$ cat src/rtl/pam4_pkg.sv
// Shared definitions for the PAM-4 receive path: the Gray level map, checker
// state encoding and PRBS31 tap positions.
package pam4_pkg;

  // Gray symbols from the lowest to the highest nominal level.
  localparam logic [1:0] GrayLvl0 = 2'b00;
  localparam logic [1:0] GrayLvl1 = 2'b01;
  localparam logic [1:0] GrayLvl2 = 2'b11;
  localparam logic [1:0] GrayLvl3 = 2'b10;

  typedef enum logic [1:0] {
    StSeed   = 2'd0,
    StHunt   = 2'd1,
    StLocked = 2'd2
  } state_e;

  // PRBS31: x^31 + x^28 + 1.
  localparam int unsigned PrbsLen = 31;
  localparam int unsigned PrbsTap = 28;

  // Symbols needed to fill the history register (two bits per symbol).
  localparam int unsigned SeedSymbols = (PrbsLen + 1) / 2;

endpackage

$ cat src/rtl/pam4_slicer.sv
// Registered PAM-4 slicer: maps a two's-complement voltage onto a Gray symbol
// using thresholds -S, 0, +S. Output appears one cycle after a valid input and
// holds while the input is not valid.
//   clk, rst         : clock, synchronous active-high reset
//   sample_i         : DFE output voltage (signed)
//   sample_valid_i   : qualifies sample_i
//   symbol_o         : sliced Gray symbol
//   symbol_valid_o   : registered copy of sample_valid_i
module pam4_slicer #(
  parameter int unsigned SIGNAL_RESOLUTION = 8,
  parameter int unsigned SYMBOL_SEPERATION = 56
) (
  input  logic                         clk,
  input  logic                         rst,
  input  logic [SIGNAL_RESOLUTION-1:0] sample_i,
  input  logic                         sample_valid_i,
  output logic [1:0]                   symbol_o,
  output logic                         symbol_valid_o
);
  import pam4_pkg::*;

  // One extra bit so that +/-S are representable regardless of resolution.
  localparam logic signed [SIGNAL_RESOLUTION:0] SepPos =
      (SIGNAL_RESOLUTION + 1)'(SYMBOL_SEPERATION);
  localparam logic signed [SIGNAL_RESOLUTION:0] SepNeg = -SepPos;

  logic signed [SIGNAL_RESOLUTION:0] v_ext;
  logic [1:0] sliced;
  logic [1:0] symbol_q, symbol_d;
  logic       valid_q;

  assign v_ext = {sample_i[SIGNAL_RESOLUTION-1], sample_i};

  always_comb begin
    if (v_ext < SepNeg) begin
      sliced = GrayLvl0;
    end else if (v_ext[SIGNAL_RESOLUTION]) begin
      sliced = GrayLvl1;
    end else if (v_ext < SepPos) begin
      sliced = GrayLvl2;
    end else begin
      sliced = GrayLvl3;
    end
  end

  always_comb begin
    symbol_d = sample_valid_i ? sliced : symbol_q;
  end

  always_ff @(posedge clk) begin
    if (rst) begin
      symbol_q <= 2'b00;
      valid_q  <= 1'b0;
    end else begin
      symbol_q <= symbol_d;
      valid_q  <= sample_valid_i;
    end
  end

  assign symbol_o       = symbol_q;
  assign symbol_valid_o = valid_q;

endmodule

$ cat config.mk
export PLATFORM = sky130hd
export DESIGN_NAME = pam4_slicer
export DESIGN_NICKNAME = d
export VERILOG_FILES = /design/src/rtl/pam4_pkg.sv /design/src/rtl/pam4_slicer.sv
export SDC_FILE = /design/constraint.sdc
export NUM_CORES = 1
export LEC_CHECK = 0
export BUFFER_PORTS_ARGS = -buffer_cell sky130_fd_sc_hd__buf_2
export CORE_AREA = 2 2 39 41
export DETAILED_ROUTE_END_ITERATION = 12
export DIE_AREA = 0 0 41 43
export PLACE_DENSITY = 0.33
export SYNTH_ARGS = -nofsm -noshare
export SYNTH_HDL_FRONTEND = slang
export SYNTH_SLANG_ARGS = --single-unit
$ cat constraint.sdc
create_clock -name clk -period 0.95 [get_ports clk]
set_input_delay 0.095 -clock clk [delete_from_list [all_inputs] [get_ports clk]]
set_output_delay 0.095 -clock clk [all_outputs]
set_load 0.1 [all_outputs]
Word-level counts from Yosys, hierarchy flattened
Index checks and enable logic that the tools add are counted.
- flip-flop bits (word level): 3
- input port bits: 11
- magnitude comparators: 2
- multiplexer cells: 3
- operator list (cell ; number):
    8-bit by 7-bit < comparator with 1-bit output, second input constant ; 2
    2-bit 2-to-1 mux ; 2
    1-bit 2-to-1 mux ; 1

Depth between registers and ports, before layout
- word-level depth: 4
- depth in mapped cells: 4

Least setup slack after synthesis
Ideal clock, no wire load.
- path type: register -> register
- start point: register symbol_o[0] (netlist name)
- end point: register symbol_q[0] (netlist: symbol_o[0])
- library setup time: 0.070 ns
- data arrival time: 1.175 ns
- setup slack: -0.295 ns
- stages on the path, launching flop included: 3
- path buffers: 0
- clock period less this slack: 1.245 ns
- path through: dfxtp_1 nand2b_1 a21oi_1
- RTL lines (item ; line ; RTL):
    end signal: assignment ; pam4_slicer.sv:55 ; symbol_q <= symbol_d;
    end: declaration ; pam4_slicer.sv:29 ; logic [1:0] symbol_q, symbol_d;

Final worst setup path
- start point: input port sample_i[4]
- end point: register symbol_q[0] (netlist: symbol_o[0])
- word-level cells in the longest chain between the ends: 4
- elaborated cells on any way between the ends: 5
- classes of those cells: 2 x order compare; 3 x mux
- ends and longest elaborated chain (item ; line ; RTL):
    start: declaration ; pam4_slicer.sv:15 ; input logic [SIGNAL_RESOLUTION-1:0] sample_i,
    8-bit by 7-bit < comparator with 1-bit output ; pam4_slicer.sv:39 ; end else if (v_ext < SepPos) begin
    1-bit 2-to-1 mux ; pam4_slicer.sv:39 ;
    2-bit 2-to-1 mux ; pam4_slicer.sv:37 ; end else if (v_ext[SIGNAL_RESOLUTION]) begin
    2-bit 2-to-1 mux * ; pam4_slicer.sv:35 ; if (v_ext < SepNeg) begin
Every way passes the cells marked *; elsewhere a longest branch is shown, timed or not.
A chain may end at the register's enable or synchronous reset.

==> run summary <==
The tools report the endpoint kind of the worst setup timing path as a register. For hold timing, the worst endpoint is symbol_valid_o$_SDFF_PP0_. Counting the buffers created by CTS gives 3. The tools report the relative slew slack as 85.6%. The flip-flop and latch count after synthesis came out at 3. Summing over every cut layer, the via total after detailed routing is 157.

Routability-driven placement finished with a final weighted congestion of 0.469. Power density normalized to cell area: 1690 nW/um^2. The clock network burns 45.9% of the power. Cell at the slowest stage of the critical path: sky130_fd_sc_hd__o311ai_2. For the count of clock tree sinks, the log shows 3.

The run gives 340 ps as the reg-to-reg setup timing slack. The launching point of the worst reg2reg path was symbol_o[0]$_SDFFE_PP0P_. Along the worst path, the maximum fanout reaches 2. The count of cells in the finished layout, fillers not included, comes to 44.

The number of buffers added on ports is 10, and the standard-cell row count is 14. The die covers 1760 sq um. Critical path start-end classification: in2reg. The final-report hold violation count is 0. Synthesis produced a netlist with a net count of 26. The effective utilization at floorplan was 10.1%. Fraction of the mapped netlist area in adder cells: 8.93%.

IR analysis of the VDD net gives a maximum drop of 0.279 mV. For the worst setup path, the data required time is 1110 ps. Summing the areas of all xor and xnor instances in the mapped netlist gives 0% of the synthesized area. The count of different cell masters after synthesis is 10. The final-report max-slew violation count was 0; the standard cell area after detailed placement was 259 sq um.

In this design, the stage delay of the slowest critical-path cell is 260 ps. The repair_antennas step left the layout with diodes totalling 0. The achievable frequency was 1140 MHz. The Yosys step of the flow raised 0 warnings.

The final setup violation count was 0; the number of cells in the design after placement was 40. Post-CTS timing repair inserted 0 buffers for setup. Entering global routing, the biggest net connects 5 pins. The share of the synthesized area in the top cell type was 42.9%; the die width was 41 um. The worst reg2reg path depth was 2; the final standard cell area without fillers was 293 sq um. Relative area change from synthesis to final layout: 109%. The worst register-to-register path ends at symbol_o[0]$_SDFFE_PP0P_. The part of the total power dissipated in sequential elements is 28.8%, and the part of the cycle the worst path needs is 92.3%. For the insertion delay to the later sink of the worst-skew pair, the log shows 230 ps. The logs give 0 for the total of hold buffers inserted after clock tree synthesis and 42.9% for the sequential cell area fraction in the yosys report. Global routing finished with a remaining overflow of 0.

The tools report the number of iterations in the first detailed-routing pass as 1. In the final routed layout, each cell accounts on average for 7.95 um. For the worst setup path, the data arrival time is 1030 ps. The flow ran to the end, and the final reports show no timing, DRC or antenna violations. The H-tree depth was 1; the count of cells along the worst hold path was 2.

The via count of the first global-routing pass was 150; the average via count per standard cell was 3.57. In the global route stage, overall resource usage came out at 4.81%. The tools report the first-pass GRT wire length as 510 um. Walking the worst path, the cells encountered are buf_2, o311ai_2, ha_1, nand4b_1, a21oi_1. The count of nets left with antenna violations once routing finished came out at 0. After layout, the minimum clock period comes to 876 ps. The number of design-rule violations left by the first detailed-router iteration came out at 0. For the pin with the worst max-slew slack, the measured transition is 215 ps. The tools report the leakage power summed over all cells as 0.000125 uW. The share of power burned in combinational logic was 25.4%. The final setup skew is 0 ps. STA classifies the critical path startpoint as an input pin. Synthesis produced 14 cells.

Measured against the total synthesized area, the mux share comes to 7.14%. The kind of path behind the tightest hold check is in2reg. Sum of net half-perimeters after detailed placement: 290 um. The combinational family with the most area after synthesis was simple AND/OR/NAND/NOR gates. The run gives 0 as the DRC violations left.

Of the total power, the share spent switching nets is 30.5%. The logs give 14 for the top-level port count and 152 uW for the switching power. The simple-gate share of the synthesized area works out to 28.6%.

Cells with a size suffix above 1 make up 60.7% of the layout. The register clock-pin slew on the reported worst setup and hold paths is 40 ps. A synthesized cell averages 10.0 sq um.

Sorting the synthesized cells by area gives the leading types as sky130_fd_sc_hd__dfxtp_1 43%, sky130_fd_sc_hd__nand4b_1 13%, sky130_fd_sc_hd__ha_1 8.9%. The complex-gate fraction of the synthesized area is 9.82%. The total length of routed wires is 350 um. The final layout contains 41 nets. Fill cells in the final layout number 156.

The post-synthesis cell area is 140 sq um. The region available for standard cell placement spans 1380 sq um. Setup repair after global routing left no endpoint under its margin. The vertical extent of the die came out at 43 um. TritonCTS built the clock tree. Cell internal power was estimated by the tool at 345 uW.

Of all cell types, the one taking the most synthesized area is sky130_fd_sc_hd__dfxtp_1. The tree is rooted in a sky130_fd_sc_hd__clkbuf_4. The number of antenna violations at the first check in global routing came out at 0.

Max-cap violations in this run came to 0. For the number of buffers on the longest clock path, the log shows 2. In this run the most critical hold path is launched from rst.
## Yosys cell counts
master / instances
sky130_fd_sc_hd__inv_1: 1
sky130_fd_sc_hd__nand2b_1: 2
sky130_fd_sc_hd__nor2b_1: 1
sky130_fd_sc_hd__a21oi_1: 1
sky130_fd_sc_hd__dfxtp_1: 3
sky130_fd_sc_hd__nor2_1: 1
sky130_fd_sc_hd__mux2i_1: 1
sky130_fd_sc_hd__nand4b_1: 2
sky130_fd_sc_hd__o311ai_0: 1
sky130_fd_sc_hd__ha_1: 1
## power groups by stage
| stage | registers [uW] | clock network, uW | logic, uW |
|---|---|---|---|
| final | 143 | 227 | 126 |
| after global routing | 143 | 251 | 133 |
| after CTS | 143 | 238 | 123 |
| after detailed placement | 145 | 0 | 122 |
| after global placement | 144 | 0 | 121 |
| after floorplan | 194 | 0 | 17.5 |
## routing by layer
metal / GRT usage (%) / part of all wire, % / wire, um
met1: 5.43 / 41 / 143
met2: 5.00 / 40 / 141
met3: 3.14 / 19 / 66
met4: 6.00 / 0 / 0
met5: 0 / 0 / 0
## worst max-delay path: cells and delay by family
kind / cells / cell delay (ps)
fa+ha+maj: 1 / 260
compound gates: 2 / 390
simple gates: 1 / 170
buf+inv: 1 / 110
## state kept, by name (all words and copies together) (netlist names)
register	cells
symbol_valid_o	1
symbol_o	2
## layout make-up
cell class | instances | area (sq um) | area share (%)
clock buffer | 4 | 26.3 | 8.97
inverter | 1 | 3.75 | 1.28
multi-input combinational | 10 | 83.8 | 28.6
sequential | 3 | 63.8 | 21.8
tap | 16 | 20.0 | 6.84
timing repair buffer | 10 | 95.1 | 32.5
## cell families (layout without fill, tap and decap cells)
logic type | Yosys count | in the layout
AOI/OAI and AO/OA | 2 | 2
adders and majority gates | 1 | 1
buffers and inverters | 1 | 15
DFF | 3 | 3
muxes | 1 | 1
and+or+nand+nor | 6 | 6
## cell usage in the layout, fill, tap and decap left out
cell                       Yosys  routed
sky130_fd_sc_hd__o311ai_2      0       1
sky130_fd_sc_hd__buf_12        0       3
sky130_fd_sc_hd__nor2_1        1       1
sky130_fd_sc_hd__ha_1          1       1
sky130_fd_sc_hd__nand4b_1      2       2
sky130_fd_sc_hd__dfxtp_2       0       3
sky130_fd_sc_hd__clkbuf_1      0       1
sky130_fd_sc_hd__mux2i_1       1       1
sky130_fd_sc_hd__clkbuf_4      0       3
sky130_fd_sc_hd__nor2b_1       1       1
sky130_fd_sc_hd__buf_2         0       7
sky130_fd_sc_hd__inv_1         1       1
sky130_fd_sc_hd__nand2b_1      2       2
sky130_fd_sc_hd__a21oi_1       1       1
## worst max-delay path by stage
stage / startpoint / end / slack [ps] / cells after the start
floorplan: sample_i[4] / symbol_o[0]$_SDFFE_PP0P_ / -70 / 4
global placement: sample_i[4] / symbol_o[0]$_SDFFE_PP0P_ / -230 / 5
detailed placement: sample_i[4] / symbol_o[0]$_SDFFE_PP0P_ / -290 / 5
CTS: sample_i[4] / symbol_o[0]$_SDFFE_PP0P_ / 40 / 5
global route: sample_i[4] / symbol_o[0]$_SDFFE_PP0P_ / 0.7 / 5
finish: sample_i[4] / symbol_o[0]$_SDFFE_PP0P_ / 70 / 5
## timing repair
action,in CTS,in global routing
resized for setup,1,1
endpoints found under the setup margin,1,1
pin swaps,0,0
## per-stage QoR
stage	hold WS [ps]	power [uW]	worst slack (ps)	setup TNS [ps]	utilization, %
2_1_floorplan	157	211	-65.9	-65.9	-
3_3_place_gp	280	265	-229	-229	18.7
3_5_place_dp	286	267	-289	-328	18.7
4_1_cts	33.6	504	36.1	0	20.6
5_1_grt	42.6	527	0.651	0	21.2
6_report	41.7	496	73.6	0	21.2
Power figures use the tool's default switching activity.
